## config.mk

```make
export PLATFORM = sky130hd
export DESIGN_NAME = sysid_regbank
export DESIGN_NICKNAME = d
export VERILOG_FILES = /design/src/rtl/sysid_regbank_pkg.sv /design/src/rtl/sysid_uptime_counter.sv /design/src/rtl/sysid_regbank.sv
export SDC_FILE = /design/constraint.sdc
export NUM_CORES = 1
export LEC_CHECK = 0
export BUFFER_PORTS_ARGS = -buffer_cell sky130_fd_sc_hd__buf_2
export CAP_MARGIN = 20
export CELL_PAD_IN_SITES_DETAIL_PLACEMENT = 1
export CELL_PAD_IN_SITES_GLOBAL_PLACEMENT = 1
export CORE_ASPECT_RATIO = 1.75
export CORE_MARGIN = 5
export CORE_UTILIZATION = 40
export DETAILED_ROUTE_END_ITERATION = 10
export PLACE_DENSITY_LB_ADDON = 0.3
export SETUP_SLACK_MARGIN = 0.02
export SYNTH_ARGS = -nofsm -noshare
export SYNTH_HDL_FRONTEND = slang
export SYNTH_SLANG_ARGS = --single-unit
```

## constraint.sdc

```tcl
create_clock -name clock -period 2.5 [get_ports clock]
set_input_delay 0.125 -clock clock [delete_from_list [all_inputs] [get_ports clock]]
set_output_delay 0.125 -clock clock [all_outputs]
set_load 0.02 [all_outputs]
```

## src/rtl/sysid_regbank_pkg.sv

```systemverilog
// sysid_regbank_pkg
//   Shared constants for the system-ID / housekeeping register bank:
//   word addresses of the register map, CONTROL bit positions, the block
//   VERSION and the CAPS word packing helper.
package sysid_regbank_pkg;

  // Word addresses of the register map.
  localparam int unsigned ADDR_SYSID     = 0;
  localparam int unsigned ADDR_TSTAMP    = 1;
  localparam int unsigned ADDR_CAPS      = 2;
  localparam int unsigned ADDR_UPTIME_LO = 3;
  localparam int unsigned ADDR_UPTIME_HI = 4;
  localparam int unsigned ADDR_CONTROL   = 5;
  localparam int unsigned ADDR_SCRATCH0  = 6;

  // CONTROL register bit positions.
  localparam int unsigned CTRL_EN_BIT  = 0;
  localparam int unsigned CTRL_CLR_BIT = 1;

  localparam logic [7:0] VERSION = 8'h02;

  // CAPS = {VERSION, NUM_SCRATCH, READ_LATENCY, 8'h00}
  function automatic logic [31:0] caps_word(input int unsigned num_scratch,
                                            input int unsigned read_latency);
    logic [7:0] ns;
    logic [7:0] rl;
    ns = 8'(num_scratch);
    rl = 8'(read_latency);
    return {VERSION, ns, rl, 8'h00};
  endfunction

endpackage

```

## src/rtl/sysid_uptime_counter.sv

```systemverilog
// sysid_uptime_counter
//   Prescaled 64-bit free-running uptime counter with a shadow latch for the
//   upper word, so software can read a coherent 64-bit value as LO then HI.
// Ports:
//   clock      in   system clock, rising edge
//   reset_n    in   synchronous active-low reset
//   en         in   counter and prescaler advance only while high
//   clr        in   zero counter and prescaler on this edge (beats increment)
//   snap       in   latch count[63:32] into the shadow on this edge
//   count_lo   out  live count[31:0]
//   shadow_hi  out  shadow of count[63:32] taken at the last snap
module sysid_uptime_counter #(
  parameter int unsigned TICK_DIV = 1
) (
  input  logic        clock,
  input  logic        reset_n,
  input  logic        en,
  input  logic        clr,
  input  logic        snap,
  output logic [31:0] count_lo,
  output logic [31:0] shadow_hi
);

  localparam int unsigned PRE_W = (TICK_DIV > 1) ? $clog2(TICK_DIV) : 1;
  localparam logic [PRE_W-1:0] PRE_LAST = PRE_W'(TICK_DIV - 1);

  logic [PRE_W-1:0] pre_q, pre_d;
  logic [63:0]      count_q, count_d;
  logic [31:0]      shadow_q, shadow_d;

  always_comb begin
    pre_d    = pre_q;
    count_d  = count_q;
    shadow_d = shadow_q;
    // Shadow samples the pre-edge value, matching the LO word captured
    // by the read pipeline on the same edge.
    if (snap) begin
      shadow_d = count_q[63:32];
    end
    if (clr) begin
      pre_d   = '0;
      count_d = '0;
    end else if (en) begin
      if (pre_q == PRE_LAST) begin
        pre_d   = '0;
        count_d = count_q + 64'd1;
      end else begin
        pre_d = pre_q + PRE_W'(1);
      end
    end
  end

  always_ff @(posedge clock) begin
    if (!reset_n) begin
      pre_q    <= '0;
      count_q  <= '0;
      shadow_q <= '0;
    end else begin
      pre_q    <= pre_d;
      count_q  <= count_d;
      shadow_q <= shadow_d;
    end
  end

  assign count_lo  = count_q[31:0];
  assign shadow_hi = shadow_q;

endmodule

```

## src/rtl/sysid_regbank.sv

```systemverilog
// sysid_regbank
//   Avalon-MM system identification and housekeeping slave. Returns build
//   constants and a capability word, exposes a prescaled 64-bit uptime
//   counter with snapshot reads, and holds NUM_SCRATCH writable scratch
//   registers. Reads complete after a fixed READ_LATENCY (1 or 2).
// Ports:
//   clock          in   system clock, rising edge
//   reset_n        in   synchronous active-low reset
//   address        in   word address
//   read / write   in   transfer strobes, one transfer per cycle
//   writedata      in   write data
//   byteenable     in   write byte lanes (ignored for reads)
//   readdata       out  read data, 0 whenever readdatavalid is low
//   readdatavalid  out  one pulse per accepted read
module sysid_regbank
  import sysid_regbank_pkg::*;
#(
  parameter logic [31:0] SYSTEM_ID    = 32'h0000_0000,
  parameter logic [31:0] TIMESTAMP    = 32'h0000_0000,
  parameter int unsigned NUM_SCRATCH  = 4,
  parameter int unsigned ADDR_W       = 4,
  parameter int unsigned TICK_DIV     = 1,
  parameter int unsigned READ_LATENCY = 1
) (
  input  logic              clock,
  input  logic              reset_n,
  input  logic [ADDR_W-1:0] address,
  input  logic              read,
  input  logic              write,
  input  logic [31:0]       writedata,
  input  logic [3:0]        byteenable,
  output logic [31:0]       readdata,
  output logic              readdatavalid
);

  if (ADDR_SCRATCH0 + NUM_SCRATCH > 2 ** ADDR_W) begin : g_bad_map
    $error("sysid_regbank: NUM_SCRATCH does not fit in the address space");
  end
  if (NUM_SCRATCH < 1) begin : g_bad_scratch
    $error("sysid_regbank: NUM_SCRATCH must be at least 1");
  end
  if (TICK_DIV < 1 || TICK_DIV > 65535) begin : g_bad_tick
    $error("sysid_regbank: TICK_DIV must be in 1..65535");
  end
  if (READ_LATENCY != 1 && READ_LATENCY != 2) begin : g_bad_lat
    $error("sysid_regbank: READ_LATENCY must be 1 or 2");
  end

  localparam logic [31:0]       CAPS       = caps_word(NUM_SCRATCH, READ_LATENCY);
  localparam logic [ADDR_W-1:0] A_SYSID    = ADDR_W'(ADDR_SYSID);
  localparam logic [ADDR_W-1:0] A_TSTAMP   = ADDR_W'(ADDR_TSTAMP);
  localparam logic [ADDR_W-1:0] A_CAPS     = ADDR_W'(ADDR_CAPS);
  localparam logic [ADDR_W-1:0] A_UP_LO    = ADDR_W'(ADDR_UPTIME_LO);
  localparam logic [ADDR_W-1:0] A_UP_HI    = ADDR_W'(ADDR_UPTIME_HI);
  localparam logic [ADDR_W-1:0] A_CONTROL  = ADDR_W'(ADDR_CONTROL);

  function automatic logic [31:0] be_merge(input logic [31:0] old_val,
                                           input logic [31:0] new_val,
                                           input logic [3:0]  be);
    logic [31:0] r;
    r = old_val;
    for (int b = 0; b < 4; b++) begin
      if (be[b]) r[8*b +: 8] = new_val[8*b +: 8];
    end
    return r;
  endfunction

  logic [31:0] scratch_q [NUM_SCRATCH];
  logic [31:0] scratch_d [NUM_SCRATCH];
  logic        ctrl_en_q, ctrl_en_d;
  logic        ctrl_wr;
  logic        clr;
  logic        snap;
  logic [31:0] count_lo;
  logic [31:0] shadow_hi;
  logic [31:0] rd_mux;
  logic        vld_p1_q, vld_p1_d;
  logic [31:0] data_p1_q, data_p1_d;
  logic        out_vld;
  logic [31:0] out_data;

  // CONTROL lives in byte lane 0 only; other lanes carry no state.
  assign ctrl_wr = write && (address == A_CONTROL) && byteenable[0];
  assign clr     = ctrl_wr && writedata[CTRL_CLR_BIT];
  assign snap    = read && (address == A_UP_LO);

  always_comb begin
    ctrl_en_d = ctrl_en_q;
    if (ctrl_wr) ctrl_en_d = writedata[CTRL_EN_BIT];
    for (int i = 0; i < int'(NUM_SCRATCH); i++) begin
      scratch_d[i] = scratch_q[i];
      if (write && (address == ADDR_W'(ADDR_SCRATCH0 + i))) begin
        scratch_d[i] = be_merge(scratch_q[i], writedata, byteenable);
      end
    end
  end

  sysid_uptime_counter #(
    .TICK_DIV (TICK_DIV)
  ) u_uptime (
    .clock     (clock),
    .reset_n   (reset_n),
    .en        (ctrl_en_q),
    .clr       (clr),
    .snap      (snap),
    .count_lo  (count_lo),
    .shadow_hi (shadow_hi)
  );

  // Read mux sees only pre-edge register state, so a read concurrent with
  // a write returns the value before that write.
  always_comb begin
    rd_mux = '0;
    if (address == A_SYSID)          rd_mux = SYSTEM_ID;
    else if (address == A_TSTAMP)    rd_mux = TIMESTAMP;
    else if (address == A_CAPS)      rd_mux = CAPS;
    else if (address == A_UP_LO)     rd_mux = count_lo;
    else if (address == A_UP_HI)     rd_mux = shadow_hi;
    else if (address == A_CONTROL)   rd_mux = {31'd0, ctrl_en_q};
    else begin
      for (int i = 0; i < int'(NUM_SCRATCH); i++) begin
        if (address == ADDR_W'(ADDR_SCRATCH0 + i)) rd_mux = scratch_q[i];
      end
    end
  end

  // Stage p1: capture read data at the accept edge.
  always_comb begin
    vld_p1_d  = read;
    data_p1_d = read ? rd_mux : '0;
  end

  always_ff @(posedge clock) begin
    if (!reset_n) begin
      for (int i = 0; i < int'(NUM_SCRATCH); i++) scratch_q[i] <= '0;
      ctrl_en_q <= 1'b1;
      vld_p1_q  <= 1'b0;
      data_p1_q <= '0;
    end else begin
      for (int i = 0; i < int'(NUM_SCRATCH); i++) scratch_q[i] <= scratch_d[i];
      ctrl_en_q <= ctrl_en_d;
      vld_p1_q  <= vld_p1_d;
      data_p1_q <= data_p1_d;
    end
  end

  if (READ_LATENCY == 2) begin : g_lat2
    logic        vld_p2_q, vld_p2_d;
    logic [31:0] data_p2_q, data_p2_d;

    // Stage p2: one extra register for the two-cycle latency build.
    always_comb begin
      vld_p2_d  = vld_p1_q;
      data_p2_d = data_p1_q;
    end

    always_ff @(posedge clock) begin
      if (!reset_n) begin
        vld_p2_q  <= 1'b0;
        data_p2_q <= '0;
      end else begin
        vld_p2_q  <= vld_p2_d;
        data_p2_q <= data_p2_d;
      end
    end

    assign out_vld  = vld_p2_q;
    assign out_data = data_p2_q;
  end else begin : g_lat1
    assign out_vld  = vld_p1_q;
    assign out_data = data_p1_q;
  end

  assign readdatavalid = out_vld;
  assign readdata      = out_vld ? out_data : '0;

endmodule

```

# == After elaboration in Yosys (flattened, before gate mapping) ==
# Memory sizes are Yosys's and may differ from the RTL's.
# Index checks and enable logic that the tools add are counted.
# Widths: inputs -> output; s select.
# op_classes
reduce_logical,13
muxes,36
n_eq_ne,9
bitwise_logic,7
addsub,2
# ops
op,count
$mux 32,16
$mux 8,16
$add 64x1->64 const B,1
$mux 26,1
$eq 4x3->1 const B,4
$eq 4x2->1 const B,2
$eq 4x4->1 const B,2
$logic_and 1x1->1,8
$reduce_or 5->1,1
$eq 4x1->1 const B,1
$logic_not 4->1,1
$or 1x1->1,4
$reduce_or 4->1,1
$mux 1,3
$not 1->1,3
$reduce_and 2->1,1
$reduce_or 2->1,1
$add 1x1->1 const B,1
# totals
register_bits,131
out_inout_bits,33
in_bits,44
elab_cells,75
mem_bits_rw,128
n_memories,1
# memory_table
name,depth,word_bits,rd,rd_ports_with_merged_regs,wr,line_no,source
scratch_q,4,32,4,0,4,sysid_regbank.sv:68,logic [31:0] scratch_q [NUM_SCRATCH];

# == Logic depth before layout (Yosys ltp) ==
# logic_depth
ltp_word,9
ltp_mapped,8
depth_no_buf,6

# == By module ==
# A second synthesis with hierarchy kept.
# hier_totals
hier_cells,1418
hier_area_um2,12690.9
# modules_own_cells
mod,cells_each,seq_area_each_um2,n_inst,area_per_inst_um2
sysid_regbank,903,3243.1,1,8164.1
sysid_uptime_counter,515,1921.8,1,4526.8

# == Worst setup path before layout ==
# OpenSTA, ideal clock, no wires.
# synth_path
path_kind,reg2reg
startpoint,register u_uptime.count_q[0]
endpoint,register u_uptime.count_q[52]
path_slack_ns,0.363
required_ns,2.430
path_stages_with_launch,8
period_less_slack_ns,2.137
arrival_time_ns,2.067
n_path_buf,1
setup_ns,0.070
cell_sequence,dfxtp_1 > ha_1 > nand4_1 > nor4_1 > nand3_2 > buf_2 > or3_1 > a21oi_1
# synth_between
elab_chain_cells,1
# synth_rtl
item,line_no,source
from (decl),sysid_uptime_counter.sv:28,"logic [63:0] count_q, count_d;"
from (signal assigned),sysid_uptime_counter.sv:60,count_q <= count_d;
$add 64x1->64,sysid_uptime_counter.sv:46,count_d = count_q + 64'd1;
# Every way passes these cells.
# A chain may end at the register's enable or synchronous reset.

# == Worst setup path in the final report ==
# layout_path
startpoint,register u_uptime.count_q[0]
endpoint,register u_uptime.count_q[56]
# The elaborated chain is that of the path after synthesis.

==> results_dict.tcl <==
set metrics [dict create \
    cts_max_level 1 \
    seqCellArea_mm2 0.00516 \
    post_cts_buffers 0 \
    status "completed" \
    layout.cells.non_filler 1872 \
    via_per_inst 5.56 \
    powerDensity_mw_per_mm2 647 \
    synth_seq_cells 258 \
    grt_pass1_vias 11055 \
    routabilityCongestion 0.945 \
    p_clk_share_pct 47.3 \
    internal_power_w 0.00682 \
    fin_skew_ns 0.00661 \
    vias 10401 \
    sw_frac_of_total_pct 22.3 \
    maxSlewHeadroom_pct 51.1 \
    clk_path_buf_depth 3 \
    synthesis.nets 1434 \
    critical_path.startpoint_type "flop" \
    syn_area_mm2 0.0115 \
    cap_violations 0 \
    hold_end "ctrl_en_q$_SDFFE_PN1N_" \
    drtAntennaViolNets 0 \
    route.detailed.drc 0 \
    dp_hpwl_um 26200 \
    numClockSinks 258 \
    start_util_pct 40.3 \
    die_h_um 234 \
    final.period_utilization_pct 90.3 \
    whs_ns 0.0886 \
    hold_depth 4 \
    worstPathRequired_ns 2.95 \
    fill_cells 3439 \
    cts_inserted_buffers 25 \
    fin_crit_ns 2.26 \
    synth_top_area_share_pct 45.1 \
    timing_hold_violations_final 0 \
    wl_per_cell_um 20.0 \
    comb_power_share_pct 5.3 \
    crit_path_max_fanout 18 \
    synth_ff_type "dfxtp_1" \
    grt_overflow 0 \
    rrSetupSlack_ns 0.24 \
    num_rows 82 \
    multi_input_area_mm2 0.00592 \
    die_area_mm2 0.0323 \
    p_leak_nw 4.69 \
    firstDrtPassIters 4 \
    drv_slew 0 \
    global_route.usage.total_pct 23.3 \
    rsz0062_at_grt "no" \
    port_buffers 76 \
    hp-start "byteenable[0]" \
    max_freq_ghz 0.443 \
    die_width_um 138 \
    place_inst 1793 \
    reg2reg_depth 7 \
    grt_pass1_wl_um 59000 \
    grt_max_degree 83 \
    yosysUniqueCellTypes 49 \
    final_nets 1521 \
    drt_wl_total_um 37500 \
    reg2reg_from "u_uptime.count_q[0]$_SDFFE_PP0P_" \
    fin_setup_tns_ns 0 \
    rr_endpoint "u_uptime.count_q[56]$_SDFFE_PP0P_" \
    setup_violations 0 \
    core_mm2 0.0284 \
    ys_seq_area_share_pct 45.1 \
    utilization_pct 47.8 \
    ir_worst_vdd_v 0.000615 \
    power_w 0.00877 \
    ys_warn_count 0 \
    synthTopCellsByArea "dfxtp_1 (45%), nand2_1 (10%), a21boi_0 (8.4%)" \
    layout-drive-gt1-share_pct 12.3 \
    critPathArrivalTime_ns 2.71 \
    worst_slew_pin_slew_ns 0.734 \
    critical_path_class "flop to flop" \
    synth_edf_count 0 \
    root_buffer "clkbuf_16" \
    seqPwrFrac_pct 47.4 \
    worstSkewPairLatency_ns 0.52 \
    syn_inst 1389 \
    ioPinCount 77 \
    syn_to_final_growth_pct 18.5 \
    antenna_found_initial 0 \
    async_flop_share_pct 0 \
    hp-class "input pin to flop" \
    cts.clk_slew.worst_paths_ns 0.07 \
    synth_top_area_cell "dfxtp_1" \
    first_iter_violations 579 \
    syn_avg_cell_area_um2 8.25 \
    crit_path_end_kind "flop" \
    cts_tree "done" \
    p_sw_w 0.00196 \
]
cell usage in the layout, fill, tap and decap left out, types with 26 or more instances in the layout:
cell type | Yosys | final
mux2i_1 | 34 | 34
o21ai_0 | 41 | 41
nand2_1 | 316 | 316
nor2b_1 | 36 | 36
buf_2 | 15 | 75
dlygate4sd3_1 | 0 | 34
nor3_1 | 34 | 33
dfxtp_1 | 258 | 258
nand3_1 | 37 | 37
buf_4 | 0 | 46
a21boi_0 | 128 | 128
a221oi_1 | 29 | 29
a21oi_1 | 60 | 60
a211oi_1 | 29 | 29
and2_1 | 34 | 34
nand4_1 | 26 | 26
nor2_1 | 79 | 79
synthesized netlist by cell type (15+ instances only):
cell,number
a211oi_1,29
a21boi_0,128
a21oi_1,60
a221oi_1,29
and2_1,34
and3_1,21
buf_2,15
clkbuf_1,73
dfxtp_1,258
mux2i_1,34
nand2_1,316
nand3_1,37
nand4_1,26
nor2_1,79
nor2b_1,36
nor3_1,34
o21ai_0,41
or3_1,15
xor2_1,25
worst max-delay path by stage:
stage,startpoint,to,slack (ns)
floorplan,u_uptime.count_q[0]$_SDFFE_PP0P_,u_uptime.count_q[52]$_SDFFE_PP0P_,0.36
global placement,u_uptime.count_q[0]$_SDFFE_PP0P_,u_uptime.count_q[60]$_SDFFE_PP0P_,0.32
detailed placement,u_uptime.count_q[0]$_SDFFE_PP0P_,u_uptime.count_q[56]$_SDFFE_PP0P_,0.29
CTS,u_uptime.count_q[0]$_SDFFE_PP0P_,u_uptime.count_q[56]$_SDFFE_PP0P_,0.23
global route,u_uptime.count_q[0]$_SDFFE_PP0P_,u_uptime.count_q[56]$_SDFFE_PP0P_,0.06
finish,u_uptime.count_q[0]$_SDFFE_PP0P_,u_uptime.count_q[56]$_SDFFE_PP0P_,0.24
layout make-up:
type                            instances  area share (%)
Inverter                                9           0.249
Multi-Input combinational cell       1026            43.6
Tap cell                              378            3.49
Clock inverter                         12            1.43
Antenna cell                            1          0.0184
Clock buffer                           32            5.17
Sequential cell                       258            38.1
Timing Repair Buffer                  156            7.97
critical path: stages, from the launching register on:
cell     delay (ns)
dfxtp_1        0.46
ha_1           0.25
nand4_1        0.21
nor4_2         0.42
nand3_2        0.09
buf_4          0.20
or4_1          0.40
a21oi_1        0.15
cells by family after synthesis:
group                      after synthesis  synth area share, %
DFF                                    258                 45.1
xor gates and xnor gates                37                 2.83
buffers and inverters                  105                 3.60
and+or+nand+nor                        637                 26.6
adders and majority gates                1                0.109
muxes                                   35                 3.07
AOI/OAI and AO/OA                      316                 18.7
sequential cells by signal, indices dropped and copies added, names as in the netlist:
signal,flops
ctrl_en_q,1
scratch_q,128
readdatavalid,1
data_p1_q,32
u_uptime.count_q,64
u_uptime.shadow_hi,32
through the flow:
step | setup WS, ns | area [µm²]
after floorplan | 0.363 | 11500
after global placement | 0.317 | 12300
after detailed placement | 0.292 | 12300
after CTS | 0.228 | 13600
after global routing | 0.0650 | 13600
final | 0.243 | 13600
routing by layer:
metal,track usage (%),up-vias,wire length [µm]
li1,-,4973,-
met1,25.3,5155,14500
met2,44.6,192,20200
met3,2.88,81,1410
met4,9.15,0,1390
met5,0,-,0
what timing repair did:
item / CTS / global route
hold endpoints to repair: 130 / 0
hold buffers: 34 / 0
gates resized for setup: 0 / 0
power groups by stage:
stage | registers (W) | logic [W] | clock network (W)
floorplan | 0.00425 | 0.000235 | 0
global placement | 0.00425 | 0.000413 | 0
detailed placement | 0.00425 | 0.000419 | 0
CTS | 0.00416 | 0.000464 | 0.00423
global route | 0.00416 | 0.000501 | 0.00440
finish | 0.00416 | 0.000463 | 0.00415
Note: power is estimated with default switching activity, not from simulation.
